<file path="config.mk">
export PLATFORM = sky130hd
export DESIGN_NAME = rr_resource_arbiter_flat
export DESIGN_NICKNAME = d
export VERILOG_FILES = /design/src/rtl/rr_resource_arbiter_pkg.sv /design/src/rtl/rr_resource_arbiter_if.sv /design/src/rtl/one_hot_to_integer.sv /design/src/rtl/rr_resource_arbiter.sv /design/src/flat_wrapper.sv
export SDC_FILE = /design/constraint.sdc
export NUM_CORES = 1
export LEC_CHECK = 0
export BUFFER_PORTS_ARGS = -buffer_cell sky130_fd_sc_hd__buf_2
export CAP_MARGIN = 15
export CORE_AREA = 2 2 39 41
export DETAILED_ROUTE_END_ITERATION = 8
export DIE_AREA = 0 0 41 43
export PLACE_DENSITY_LB_ADDON = 0.3
export SKIP_CTS_REPAIR_TIMING = 1
export SYNTH_ARGS = -nofsm -noshare
export SYNTH_HDL_FRONTEND = slang
export SYNTH_SLANG_ARGS = --single-unit
</file>
<file path="constraint.sdc">
create_clock -name clk -period 2.1 [get_ports clk]
set_clock_uncertainty 0.1 [all_clocks]
set_input_delay 0.42 -clock clk [delete_from_list [all_inputs] [get_ports clk]]
set_output_delay 0.42 -clock clk [all_outputs]
set_load 0.1 [all_outputs]
</file>
<file path="src/rtl/rr_resource_arbiter_pkg.sv">
// rtl/rr_resource_arbiter_pkg.sv - shared types and helpers for the round-robin resource arbiter
package rr_resource_arbiter_pkg;

    typedef enum logic [1:0] {
        IDLE  = 2'd0,
        GRANT = 2'd1,
        BUSY  = 2'd2
    } arb_state_e;

    function automatic int id_width(input int n);
        return (n == 1) ? 1 : $clog2(n);
    endfunction

endpackage

</file>
<file path="src/rtl/rr_resource_arbiter_if.sv">
// rtl/rr_resource_arbiter_if.sv - request/grant/resource handshake bundle for the arbiter
interface rr_resource_arbiter_if
    import rr_resource_arbiter_pkg::*;
#(
    parameter int NUM_REQUESTERS = 4
);
    localparam int ID_W = id_width(NUM_REQUESTERS);

    logic [NUM_REQUESTERS-1:0] request;
    logic                      ack;
    logic                      done;
    logic                      grant_valid;
    logic [NUM_REQUESTERS-1:0] grant_onehot;
    logic [ID_W-1:0]           grant_id;
    logic                      busy;

    modport master (
        output request, ack, done,
        input  grant_valid, grant_onehot, grant_id, busy
    );

    modport slave (
        input  request, ack, done,
        output grant_valid, grant_onehot, grant_id, busy
    );

endinterface

</file>
<file path="src/rtl/one_hot_to_integer.sv">
// rtl/one_hot_to_integer.sv - encodes a one-hot (or all-zero) vector into its bit index
module one_hot_to_integer
    import rr_resource_arbiter_pkg::*;
#(
    parameter  int C_WIDTH = 4,
    localparam int ID_W    = id_width(C_WIDTH)
) (
    input  logic [C_WIDTH-1:0] onehot_i,
    output logic [ID_W-1:0]    id_o
);

    // OR of set-bit indices; all-zero input encodes to 0
    always_comb begin
        id_o = '0;
        for (int i = 0; i < C_WIDTH; i++) begin
            if (onehot_i[i]) begin
                id_o = id_o | ID_W'(i);
            end
        end
    end

endmodule

</file>
<file path="src/rtl/rr_resource_arbiter.sv">
// rtl/rr_resource_arbiter.sv - round-robin arbiter sharing one multi-cycle resource
module rr_resource_arbiter
    import rr_resource_arbiter_pkg::*;
#(
    parameter int NUM_REQUESTERS = 4
) (
    input  logic                 clk,
    input  logic                 rst,
    rr_resource_arbiter_if.slave bus
);

    localparam int ID_W = id_width(NUM_REQUESTERS);

    arb_state_e                state_q;
    logic [ID_W-1:0]           last_winner_q;
    logic                      grant_valid_q;
    logic [NUM_REQUESTERS-1:0] grant_onehot_q;
    logic [ID_W-1:0]           grant_id_q;
    logic                      busy_q;

    logic [NUM_REQUESTERS-1:0] prio_mask;
    logic [NUM_REQUESTERS-1:0] masked_req;
    logic [NUM_REQUESTERS-1:0] pick_src;
    logic [NUM_REQUESTERS-1:0] win_onehot_d;
    logic [ID_W-1:0]           win_id_d;

    // Requesters above the last winner take precedence; if none, fall back to the lowest index
    always_comb begin
        prio_mask = '0;
        for (int j = 0; j < NUM_REQUESTERS; j++) begin
            prio_mask[j] = (ID_W'(j) > last_winner_q);
        end
        masked_req   = bus.request & prio_mask;
        pick_src     = (|masked_req) ? masked_req : bus.request;
        win_onehot_d = pick_src & (~pick_src + NUM_REQUESTERS'(1));
    end

    one_hot_to_integer #(
        .C_WIDTH(NUM_REQUESTERS)
    ) u_encode (
        .onehot_i(win_onehot_d),
        .id_o    (win_id_d)
    );

    always_ff @(posedge clk) begin
        if (rst) begin
            state_q        <= IDLE;
            last_winner_q  <= ID_W'(NUM_REQUESTERS - 1);
            grant_valid_q  <= 1'b0;
            grant_onehot_q <= '0;
            grant_id_q     <= '0;
            busy_q         <= 1'b0;
        end else begin
            unique case (state_q)
                IDLE: begin
                    if (|bus.request) begin
                        grant_valid_q  <= 1'b1;
                        grant_onehot_q <= win_onehot_d;
                        grant_id_q     <= win_id_d;
                        state_q        <= GRANT;
                    end
                end
                GRANT: begin
                    if (bus.ack) begin
                        last_winner_q  <= grant_id_q;
                        grant_valid_q  <= 1'b0;
                        grant_onehot_q <= '0;
                        grant_id_q     <= '0;
                        // A resource finishing in its accept cycle never shows as busy
                        if (bus.done) begin
                            busy_q  <= 1'b0;
                            state_q <= IDLE;
                        end else begin
                            busy_q  <= 1'b1;
                            state_q <= BUSY;
                        end
                    end
                end
                BUSY: begin
                    if (bus.done) begin
                        busy_q  <= 1'b0;
                        state_q <= IDLE;
                    end
                end
                default: begin
                    state_q <= IDLE;
                end
            endcase
        end
    end

    assign bus.grant_valid  = grant_valid_q;
    assign bus.grant_onehot = grant_onehot_q;
    assign bus.grant_id     = grant_id_q;
    assign bus.busy         = busy_q;

`ifndef SYNTHESIS
    always @(posedge clk) begin
        if (!rst) begin
            assert ($onehot0(grant_onehot_q))
                else $error("grant_onehot has more than one bit set: %b", grant_onehot_q);
            assert (grant_valid_q == (|grant_onehot_q))
                else $error("grant_valid disagrees with grant_onehot");
            assert (!(grant_valid_q && busy_q))
                else $error("grant_valid and busy both high");
        end
    end
`endif

endmodule
</file>
<file path="src/flat_wrapper.sv">
// flat-port wrapper written by rule: the top's interface ports become plain ports
module rr_resource_arbiter_flat import rr_resource_arbiter_pkg::*;
#(
    parameter int NUM_REQUESTERS = 4
)
  (clk, rst, bus_request, bus_ack, bus_done, bus_grant_valid, bus_grant_onehot, bus_grant_id, bus_busy);
  rr_resource_arbiter_if #(.NUM_REQUESTERS(NUM_REQUESTERS)) bus_i ();
  input  logic clk;
  input  logic rst;
  input wire logic [$bits(bus_i.request)-1:0] bus_request;
  input wire logic [$bits(bus_i.ack)-1:0] bus_ack;
  input wire logic [$bits(bus_i.done)-1:0] bus_done;
  output wire logic [$bits(bus_i.grant_valid)-1:0] bus_grant_valid;
  output wire logic [$bits(bus_i.grant_onehot)-1:0] bus_grant_onehot;
  output wire logic [$bits(bus_i.grant_id)-1:0] bus_grant_id;
  output wire logic [$bits(bus_i.busy)-1:0] bus_busy;
  assign bus_i.request = bus_request;
  assign bus_i.ack = bus_ack;
  assign bus_i.done = bus_done;
  assign bus_grant_valid = bus_i.grant_valid;
  assign bus_grant_onehot = bus_i.grant_onehot;
  assign bus_grant_id = bus_i.grant_id;
  assign bus_busy = bus_i.busy;
  rr_resource_arbiter #(.NUM_REQUESTERS(NUM_REQUESTERS)) u_core (.clk(clk), .rst(rst), .bus(bus_i));
endmodule
</file>
==> After elaboration in Yosys (flattened, before gate mapping) <==
Index checks and enable logic that the tools add are counted.
{ "word_totals": {"inputBits": 8, "ff_bits": 12, "output_inout_bits": 8, "word_cells": 50} }
{ "op_classes": {"addsub": 1, "n_reduce_logical": 9, "mux": 22, "eq_ne": 5, "bitwise": 3, "order_cmp": 4} }
{ "op_table": {"columns": ["op", "n"], "rows": [
  ["2-bit 2-to-1 mux", 8],
  ["4-bit 2-to-1 mux", 3],
  ["3-bit AND reduction", 3],
  ["4-bit AND", 2],
  ["4-bit case mux with 2 select lines", 1],
  ["4-bit OR reduction", 2],
  ["1-bit 2-to-1 mux", 6],
  ["2-bit case mux with 3 select lines", 1],
  ["4-bit by 1-bit adder with 4-bit output (second input constant)", 1],
  ["1-bit by 2-bit > comparator with 1-bit output (first input constant)", 2],
  ["2-bit > comparator (first input constant)", 2],
  ["2-bit inequality test (second input constant)", 2],
  ["4-bit inverter", 1],
  ["1-bit case mux with 2 select lines", 2],
  ["2-bit case mux with 2 select lines", 1],
  ["2-bit nonzero test", 2],
  ["2-bit by 1-bit == test with 1-bit output (second input constant)", 1],
  ["2-bit == test (second input constant)", 1],
  ["2-bit zero test", 1],
  ["2-bit by 1-bit inequality test with 1-bit output (second input constant)", 1],
  ["2-bit AND reduction", 1]
]} }

==> Logic depth before layout (Yosys ltp) <==
Gate-level depths: netlist (run 1).
{ "logic_depth": {"word_depth": 12, "ltp_mapped": 4, "ltp_nobuf": 4} }

==> By module <==
Synthesis (run 1) repeated with hierarchy kept, for this count alone.
{ "hier_totals": {"cells_unflattened": 69, "hier_area_um2": 604.3} }
{ "by_module_without_submodules": {"columns": ["mod", "instances", "cells_per_inst", "seq_area_each_um2", "area_per_inst_um2"], "rows": [
  ["rr_resource_arbiter", 1, 67, 240.2, 591.8],
  ["one_hot_to_integer", 1, 2, 0.0, 12.5]
]} }

==> Worst setup path before layout (run 1) <==
Ideal clock, no wire load.
{ "synth_timing": {"path_type": "reg2reg", "from": "register, netlist name u_core.bus.busy", "to": "register u_core.busy_q (netlist: u_core.bus.busy)", "path_slack_ns": 0.514, "synth_period_minus_slack_ns": 1.586, "path_buffers": 0, "t_required_ns": 1.886, "stages_incl_launch_ff": 3, "setup_time_ns": 0.114, "t_arrival_ns": 1.372, "path_cell_list": "dfxtp_1 -> a21oi_1 -> a2111oi_0"} }
{ "synth_rtl": {"columns": ["item", "line", "rtl"], "rows": [
  ["to (signal assigned)", "rr_resource_arbiter.sv:52", "busy_q <= 1'b0;"],
  ["to (signal assigned)", "rr_resource_arbiter.sv:71", "busy_q <= 1'b0;"],
  ["to (signal assigned)", "rr_resource_arbiter.sv:74", "busy_q <= 1'b1;"],
  ["to (decl)", "rr_resource_arbiter.sv:19", "logic busy_q;"]
]} }

==> Final worst setup path (run 1) <==
{ "layout_timing": {"from": "register u_core.grant_id_q[1] (netlist: u_core.bus.grant_id[1])", "to": "output bus_grant_id[1]"} }
{ "layout_rtl": {"columns": ["item", "line", "rtl"], "rows": [
  ["from (decl)", "rr_resource_arbiter.sv:18", "logic [ID_W-1:0] grant_id_q;"],
  ["from (signal assigned)", "rr_resource_arbiter.sv:59", "grant_id_q <= win_id_d;"],
  ["to (decl)", "flat_wrapper.sv:15", "output wire logic [$bits(bus_i.grant_id)-1:0] bus_grant_id;"]
]} }
No word-level cell between the ends.

==> run_summary.xml, run 1 <==
<?xml version="1.0" encoding="UTF-8"?>
<metrics>
  <group name="yosys">
    <metric name="synth.area.mux_share" unit="">0</metric>
    <metric name="count_of_flip_flops_with_a_built_in_enable_after_synthesis" unit="">0</metric>
    <metric name="synth-xor-area-share" unit="">0</metric>
    <metric name="ys_warn_count" unit="">0</metric>
    <metric name="synth_async_sr_flop_share" unit="">0</metric>
    <metric name="main_combinational_cell_family_by_area_after_synthesis" unit="">simple AND/OR/NAND/NOR gates</metric>
    <metric name="synth_simple_gate_area_share" unit="">0.340</metric>
    <metric name="netlist_area" unit="sq um">544</metric>
    <metric name="synth-adder-area-share" unit="">0</metric>
    <metric name="syn-instance-count" unit="">65</metric>
    <metric name="ys_seq_area_frac" unit="">0.441</metric>
    <metric name="synth_top_area_frac" unit="">0.441</metric>
    <metric name="synth_top_cell_by_area" unit="">sky130_fd_sc_hd__dfxtp_1</metric>
    <metric name="ys_top_cells_by_count" unit="">12 x sky130_fd_sc_hd__dfxtp_1, 10 x sky130_fd_sc_hd__a21oi_1, 10 x sky130_fd_sc_hd__nand2_1</metric>
    <metric name="synth_nets" unit="">73</metric>
    <metric name="yosys_most_used_dff" unit="">sky130_fd_sc_hd__dfxtp_1</metric>
    <metric name="ys_types" unit="">27</metric>
    <metric name="synth_area_in_compound_gates" unit="">0.198</metric>
    <metric name="synth.most_common_cell" unit="">sky130_fd_sc_hd__dfxtp_1</metric>
    <metric name="synth_area_leaders" unit="">sky130_fd_sc_hd__dfxtp_1 44%, sky130_fd_sc_hd__a21oi_1 9.2%, sky130_fd_sc_hd__nand2_1 6.9%</metric>
    <metric name="postSynthAreaPerCell" unit="sq um">8.37</metric>
    <metric name="ys_ff_latch" unit="">12</metric>
  </group>
  <group name="power">
    <metric name="share_seq_of_total_power" unit="">0.427</metric>
    <metric name="clkPwrFrac" unit="">0.300</metric>
    <metric name="cell_internal_pwr" unit="W">0.000389</metric>
    <metric name="power_switching_share" unit="">0.359</metric>
    <metric name="total_leakage_power" unit="nW">0.286</metric>
    <metric name="power_density" unit="nW/um^2">903</metric>
    <metric name="vdd_drop_max" unit="uV">499</metric>
    <metric name="power.share.combinational" unit="">0.272</metric>
    <metric name="netSwitchingPower" unit="W">0.000218</metric>
  </group>
  <group name="worst_setup_path">
    <metric name="worst_path_largest_cell_delay" unit="ns">0.44</metric>
    <metric name="critical_path_cell_count" unit="">1</metric>
    <metric name="critical_path.cell_chain" unit="">buf_2</metric>
    <metric name="endpoint_kind" unit="">primary output</metric>
    <metric name="worst-endpoint-arrival" unit="ns">1.07</metric>
    <metric name="setup.worst_path.start_class" unit="">flop</metric>
    <metric name="regToRegSetupSlack" unit="ns">0.65</metric>
    <metric name="rr_startpoint" unit="">u_core.last_winner_q[0]</metric>
    <metric name="worst_setup_path_startpoint" unit="">u_core.bus.grant_id[1]</metric>
    <metric name="endpoint" unit="">bus_grant_id[1]</metric>
    <metric name="slowest_cell_on_the_critical_path" unit="">sky130_fd_sc_hd__buf_2</metric>
    <metric name="reg2reg_depth" unit="">4</metric>
    <metric name="worst-path-buf-inv" unit="">1</metric>
    <metric name="critical_path.max_fanout" unit="">3</metric>
    <metric name="critPathRequiredTime" unit="ns">1.58</metric>
    <metric name="timing_worst_setup_path_type" unit="">flop to primary output</metric>
    <metric name="r2r-end" unit="">u_core.bus.grant_id[0]</metric>
    <metric name="worst_path_dominant_cell_family" unit="">buffers and inverters</metric>
  </group>
  <group name="hold_path">
    <metric name="hold_class" unit="">input port to flop</metric>
    <metric name="hold-path-cell-count" unit="">2</metric>
  </group>
  <group name="route">
    <metric name="router_iterations_before_antenna_repair" unit="">4</metric>
    <metric name="detail_route.drc_violations" unit="">0</metric>
    <metric name="wl" unit="um">1170</metric>
    <metric name="detail_route.wl_per_cell" unit="um">11.8</metric>
    <metric name="via_count_normalized_by_instance_count" unit="">5.28</metric>
    <metric name="num_vias" unit="">523</metric>
    <metric name="drt.antenna.violating_nets" unit="">0</metric>
    <metric name="drt_iter0_markers" unit="">10</metric>
  </group>
  <group name="placement">
    <metric name="io_buffer_count" unit="">15</metric>
    <metric name="pre_cts_ws" unit="ns">0.369</metric>
    <metric name="hpwl" unit="um">896</metric>
    <metric name="dp_cells" unit="">95</metric>
    <metric name="routabilityCongestion" unit="">0.898</metric>
  </group>
  <group name="die">
    <metric name="dieArea" unit="sq um">1760</metric>
    <metric name="initial_utilization" unit="">0.393</metric>
    <metric name="top_level_ports" unit="">16</metric>
    <metric name="floorplan.core_area" unit="sq um">1380</metric>
    <metric name="dieWidth" unit="um">41</metric>
    <metric name="num_rows" unit="">14</metric>
    <metric name="dieHeight" unit="um">43</metric>
  </group>
  <group name="timing">
    <metric name="final.setup.worst_slack" unit="ns">0.506</metric>
    <metric name="setup_viol" unit="">0</metric>
    <metric name="final-hold-violation-count" unit="">0</metric>
    <metric name="fmaxAchievable" unit="MHz">627</metric>
    <metric name="finalCritPeriodShare" unit="">0.759</metric>
    <metric name="max_slew.worst_pin.slew" unit="ns">0.487</metric>
    <metric name="min_period" unit="ns">1.59</metric>
    <metric name="slew_violations" unit="">0</metric>
    <metric name="grt_setup_unrepaired" unit="">no</metric>
    <metric name="slew-limit-headroom" unit="">0.670</metric>
    <metric name="sum_neg_setup_slack" unit="ns">0</metric>
  </group>
  <group name="outcome">
    <metric name="run_status" unit="">finished clean</metric>
  </group>
  <group name="finish">
    <metric name="layoutNonFillerInstCount" unit="">99</metric>
    <metric name="layout-drive-gt1-share" unit="">0.313</metric>
    <metric name="final_nets" unit="">92</metric>
    <metric name="syn2layout_area_growth" unit="%">23.4</metric>
    <metric name="insertedDiodeCount" unit="">0</metric>
  </group>
  <group name="clocking">
    <metric name="ctsLongestPathBuffers" unit="">2</metric>
    <metric name="ctsHtreeMaxLevel" unit="">1</metric>
    <metric name="cts.clk_slew.worst_paths" unit="ns">0.08</metric>
    <metric name="cts_made_buffers" unit="">3</metric>
    <metric name="worst_skew_pair.late_latency" unit="ns">0.27</metric>
    <metric name="numClockSinks" unit="">12</metric>
    <metric name="tritoncts" unit="">yes</metric>
    <metric name="cell_at_the_root_of_the_clock_tree" unit="">sky130_fd_sc_hd__clkbuf_4</metric>
  </group>
  <group name="global_routing">
    <metric name="pin_count_of_the_biggest_net_entering_global_routing" unit="">13</metric>
    <metric name="grt_first_pass_wirelength" unit="um">1890</metric>
    <metric name="globalRoute.totalOverflow" unit="">0</metric>
    <metric name="grt_pass1_vias" unit="">459</metric>
    <metric name="grtUsageTotal" unit="">0.162</metric>
    <metric name="grt_antenna_before_repair" unit="">0</metric>
  </group>
  <group name="flow_run">
    <metric name="max-cap-violations" unit="">0</metric>
  </group>
</metrics>
## through the flow
stage | util | hold slack (ns) | power, W | cell area, sq um
2_1_floorplan | - | 0.388 | 0.000396 | 544
3_3_place_gp | 0.459 | 0.342 | 0.000429 | 636
3_5_place_dp | 0.459 | 0.352 | 0.000431 | 636
4_1_cts | 0.486 | 0.224 | 0.000618 | 672
5_1_grt | 0.486 | 0.229 | 0.000643 | 672
6_report | 0.486 | 0.233 | 0.000607 | 672
## state kept, by name, summed over array words and instances, names as in the netlist
signal and cells:
u_core.bus.grant_valid 1, u_core.bus.grant_id 2, u_core.state_q 2, u_core.last_winner_q 2, u_core.bus.busy 1, u_core.bus.grant_onehot 4
## cells by family (layout without fill, tap and decap cells)
group | after synthesis | in the layout
and+or+nand+nor | 32 | 32
AOI/OAI and AO/OA | 18 | 18
DFF | 12 | 12
buffers and inverters | 3 | 21
## worst min-delay path by stage
| stage | from | slack [ns] | to |
|---|---|---|---|
| final | bus_done | 0.23 | u_core.state_q[1] |
| after global routing | bus_done | 0.23 | u_core.state_q[1] |
| after CTS | bus_done | 0.22 | u_core.state_q[1] |
| after detailed placement | u_core.bus.grant_valid | 0.35 | u_core.bus.grant_valid |
| after global placement | u_core.bus.grant_valid | 0.34 | u_core.bus.grant_valid |
| after floorplan | u_core.last_winner_q[1] | 0.39 | u_core.last_winner_q[1] |
## placed cells by master (no fill, tap or decap), drive strengths merged, types with 2 or more instances in the layout
| cell | count |
|---|---|
| nand3 | 4 |
| nand3b | 4 |
| o21ai | 2 |
| a21oi | 11 |
| inv | 2 |
| nor2 | 3 |
| clkbuf | 4 |
| nand2 | 10 |
| buf | 15 |
| dfxtp | 12 |
## area by class of cell
class	count	area (sq um)
flip-flops and latches	12	240
repair buffers	15	75.1
multi-input cells	50	293
well taps	16	20.0
inverters	2	7.51
clock buffers	4	36.3
fillers	147	712
## layer usage
layer,vias up,global-route usage,wire [um]
met1,230,0.215,542
met3,0,0.0942,90
li1,276,-,-
met5,-,0,0
met4,0,0.0400,0
met2,17,0.222,539
## power by group through the flow
stage	clock network, W	logic [W]	registers [W]
6_report	0.000182	0.000165	0.000259
5_1_grt	0.000205	0.000175	0.000262
4_1_cts	0.000193	0.000166	0.000260
3_5_place_dp	0	0.000166	0.000265
3_3_place_gp	0	0.000164	0.000265
2_1_floorplan	0	0.0000524	0.000344
No activity file was read; power rests on OpenSTA's default activity.
==> run 2, diff against run 1 <==
==> constraint.sdc (replaced) <==
create_clock -name clk -period 1.5 [get_ports clk]
set_clock_uncertainty 0.1 [all_clocks]
set_input_delay 0.3 -clock clk [delete_from_list [all_inputs] [get_ports clk]]
set_output_delay 0.3 -clock clk [all_outputs]
set_load 0.1 [all_outputs]
==> run 2 against run 1 <==
Worst setup slack got worse by 0.46 ns. Total power increased by 43%. Register-to-register slack got worse by 0.46 ns. Sequential cell count unchanged. Wire length increased by 2.5%. Largest power group unchanged. Highest routed layer unchanged.
==> run_summary.xml, run 2 (same netlist as run 1, synthesis figures left out) <==
<?xml version="1.0" encoding="UTF-8"?>
<metrics>
  <group name="outcome">
    <metric name="run_status" unit="">finished clean</metric>
  </group>
  <group name="route">
    <metric name="wl" unit="um">1200</metric>
    <metric name="detail_route.drc_violations" unit="">0</metric>
    <metric name="drt_iter0_markers" unit="">13</metric>
    <metric name="via_count_normalized_by_instance_count" unit="">5.31</metric>
    <metric name="detail_route.wl_per_cell" unit="um">11.5</metric>
    <metric name="router_iterations_before_antenna_repair" unit="">4</metric>
    <metric name="drt.antenna.violating_nets" unit="">0</metric>
    <metric name="num_vias" unit="">552</metric>
  </group>
  <group name="clocking">
    <metric name="cts_made_buffers" unit="">3</metric>
    <metric name="ctsHtreeMaxLevel" unit="">1</metric>
    <metric name="ctsLongestPathBuffers" unit="">2</metric>
    <metric name="cell_at_the_root_of_the_clock_tree" unit="">sky130_fd_sc_hd__clkbuf_4</metric>
    <metric name="tritoncts" unit="">yes</metric>
    <metric name="worst_skew_pair.late_latency" unit="ns">0.27</metric>
    <metric name="cts.clk_slew.worst_paths" unit="ns">0.07</metric>
    <metric name="numClockSinks" unit="">12</metric>
  </group>
  <group name="finish">
    <metric name="final_cell_area" unit="sq um">713</metric>
    <metric name="syn2layout_area_growth" unit="%">31.0</metric>
    <metric name="layoutNonFillerInstCount" unit="">104</metric>
    <metric name="final_nets" unit="">97</metric>
    <metric name="insertedDiodeCount" unit="">0</metric>
    <metric name="layout-drive-gt1-share" unit="">0.364</metric>
    <metric name="layout.cells.most_common_list" unit="">14 x sky130_fd_sc_hd__buf_2, 11 x sky130_fd_sc_hd__dfxtp_1, 10 x sky130_fd_sc_hd__a21oi_1, 10 x sky130_fd_sc_hd__nand2_1, 5 x sky130_fd_sc_hd__buf_4</metric>
    <metric name="largest_register_ffs" unit="">4</metric>
    <metric name="num-fill-cells" unit="">158</metric>
    <metric name="layout_commonest_cell" unit="">sky130_fd_sc_hd__buf_2</metric>
  </group>
  <group name="placement">
    <metric name="dpl_cell_area" unit="sq um">674</metric>
    <metric name="dp_cells" unit="">100</metric>
    <metric name="hpwl" unit="um">896</metric>
    <metric name="routabilityCongestion" unit="">0.788</metric>
    <metric name="io_buffer_count" unit="">15</metric>
  </group>
  <group name="die">
    <metric name="num_rows" unit="">14</metric>
    <metric name="dieWidth" unit="um">41</metric>
    <metric name="floorplan.core_area" unit="sq um">1380</metric>
    <metric name="top_level_ports" unit="">16</metric>
    <metric name="dieHeight" unit="um">43</metric>
    <metric name="initial_utilization" unit="">0.393</metric>
    <metric name="dieArea" unit="sq um">1760</metric>
  </group>
  <group name="global_routing">
    <metric name="globalRoute.totalOverflow" unit="">0</metric>
    <metric name="grt_antenna_before_repair" unit="">0</metric>
    <metric name="grt_pass1_vias" unit="">504</metric>
    <metric name="pin_count_of_the_biggest_net_entering_global_routing" unit="">13</metric>
    <metric name="grt_first_pass_wirelength" unit="um">2130</metric>
    <metric name="grtUsageTotal" unit="">0.173</metric>
  </group>
  <group name="worst_setup_path">
    <metric name="critical_path.max_fanout" unit="">3</metric>
    <metric name="slowest_cell_on_the_critical_path" unit="">sky130_fd_sc_hd__buf_2</metric>
    <metric name="critical_path_cell_count" unit="">1</metric>
    <metric name="worst_path_dominant_cell_family" unit="">buffers and inverters</metric>
    <metric name="critPathRequiredTime" unit="ns">1.10</metric>
    <metric name="endpoint_kind" unit="">primary output</metric>
    <metric name="worst_setup_path_startpoint" unit="">u_core.bus.grant_id[1]</metric>
    <metric name="critical_path.cell_chain" unit="">buf_2</metric>
    <metric name="worst_path_largest_cell_delay" unit="ns">0.44</metric>
    <metric name="worst-endpoint-arrival" unit="ns">1.06</metric>
    <metric name="timing_worst_setup_path_type" unit="">flop to primary output</metric>
    <metric name="rr_startpoint" unit="">u_core.state_q[0]</metric>
    <metric name="setup.worst_path.start_class" unit="">flop</metric>
    <metric name="worst-path-buf-inv" unit="">1</metric>
    <metric name="reg2reg_depth" unit="">4</metric>
  </group>
  <group name="flow_run">
    <metric name="max-cap-violations" unit="">0</metric>
  </group>
  <group name="hold_path">
    <metric name="holdCritStartpoint" unit="">bus_done</metric>
    <metric name="hold-path-cell-count" unit="">2</metric>
    <metric name="hold_class" unit="">input port to flop</metric>
  </group>
  <group name="timing">
    <metric name="min_period" unit="ns">1.46</metric>
    <metric name="max_slew.worst_pin.slew" unit="ns">0.483</metric>
    <metric name="final-hold-violation-count" unit="">0</metric>
    <metric name="slew-limit-headroom" unit="">0.680</metric>
    <metric name="grt_setup_unrepaired" unit="">no</metric>
    <metric name="fmaxAchievable" unit="MHz">686</metric>
    <metric name="slew_violations" unit="">0</metric>
    <metric name="setup_viol" unit="">0</metric>
    <metric name="sum_neg_setup_slack" unit="ns">0</metric>
    <metric name="finalCritPeriodShare" unit="">0.971</metric>
    <metric name="hold-worst-slack" unit="ns">0.125</metric>
  </group>
  <group name="power">
    <metric name="vdd_drop_max" unit="uV">620</metric>
    <metric name="power_density" unit="nW/um^2">1210</metric>
    <metric name="total_leakage_power" unit="nW">0.310</metric>
  </group>
</metrics>
run 2: cell types whose count changed in the layout (fill, tap and decap cells not counted), sizes merged:
cell / change
buf: +4
clkbuf: +1
run 2: area by class of cell:
| type | instances | area (sq um) | area share |
|---|---|---|---|
| clock buffer | 4 | 36.3 | 0.0509 |
| inverter | 2 | 7.51 | 0.0105 |
| multi-input combinational | 50 | 293 | 0.411 |
| sequential | 12 | 241 | 0.339 |
| tap | 16 | 20.0 | 0.0281 |
| timing repair buffer | 20 | 115 | 0.161 |
run 2: path summary, 6_finish.rpt:
path | end | slack, ns
setup / recovery | bus_grant_id[1] | 0.04
hold / removal | u_core.state_q[1] | 0.13
setup reg to reg | u_core.bus.grant_id[1] | 0.19
hold reg to reg | u_core.bus.grant_onehot[3] | 0.36
run 2: routing by layer:
| metal | vias to the layer above | routed length (um) | GRT usage |
|---|---|---|---|
| met3 | 0 | 68 | 0.0628 |
| met5 | - | 0 | 0 |
| met2 | 14 | 580 | 0.244 |
| li1 | 283 | - | - |
| met4 | 0 | 0 | 0.0400 |
| met1 | 255 | 551 | 0.248 |
run 2: metrics by stage:
step | setup WS (ns) | power, W | utilization
after floorplan | 0.0686 | 0.000555 | -
after global placement | -0.0457 | 0.000615 | 0.487
after detailed placement | -0.0928 | 0.000617 | 0.487
after CTS | 0.0167 | 0.000870 | 0.514
after global routing | 0.00498 | 0.000915 | 0.515
final | 0.0429 | 0.000865 | 0.515
run 2: where the power goes:
| part | internal, W | switching [W] |
|---|---|---|
| registers | 0.000343 | 0.0000217 |
| logic | 0.0000681 | 0.000179 |
| clock network | 0.000148 | 0.000106 |
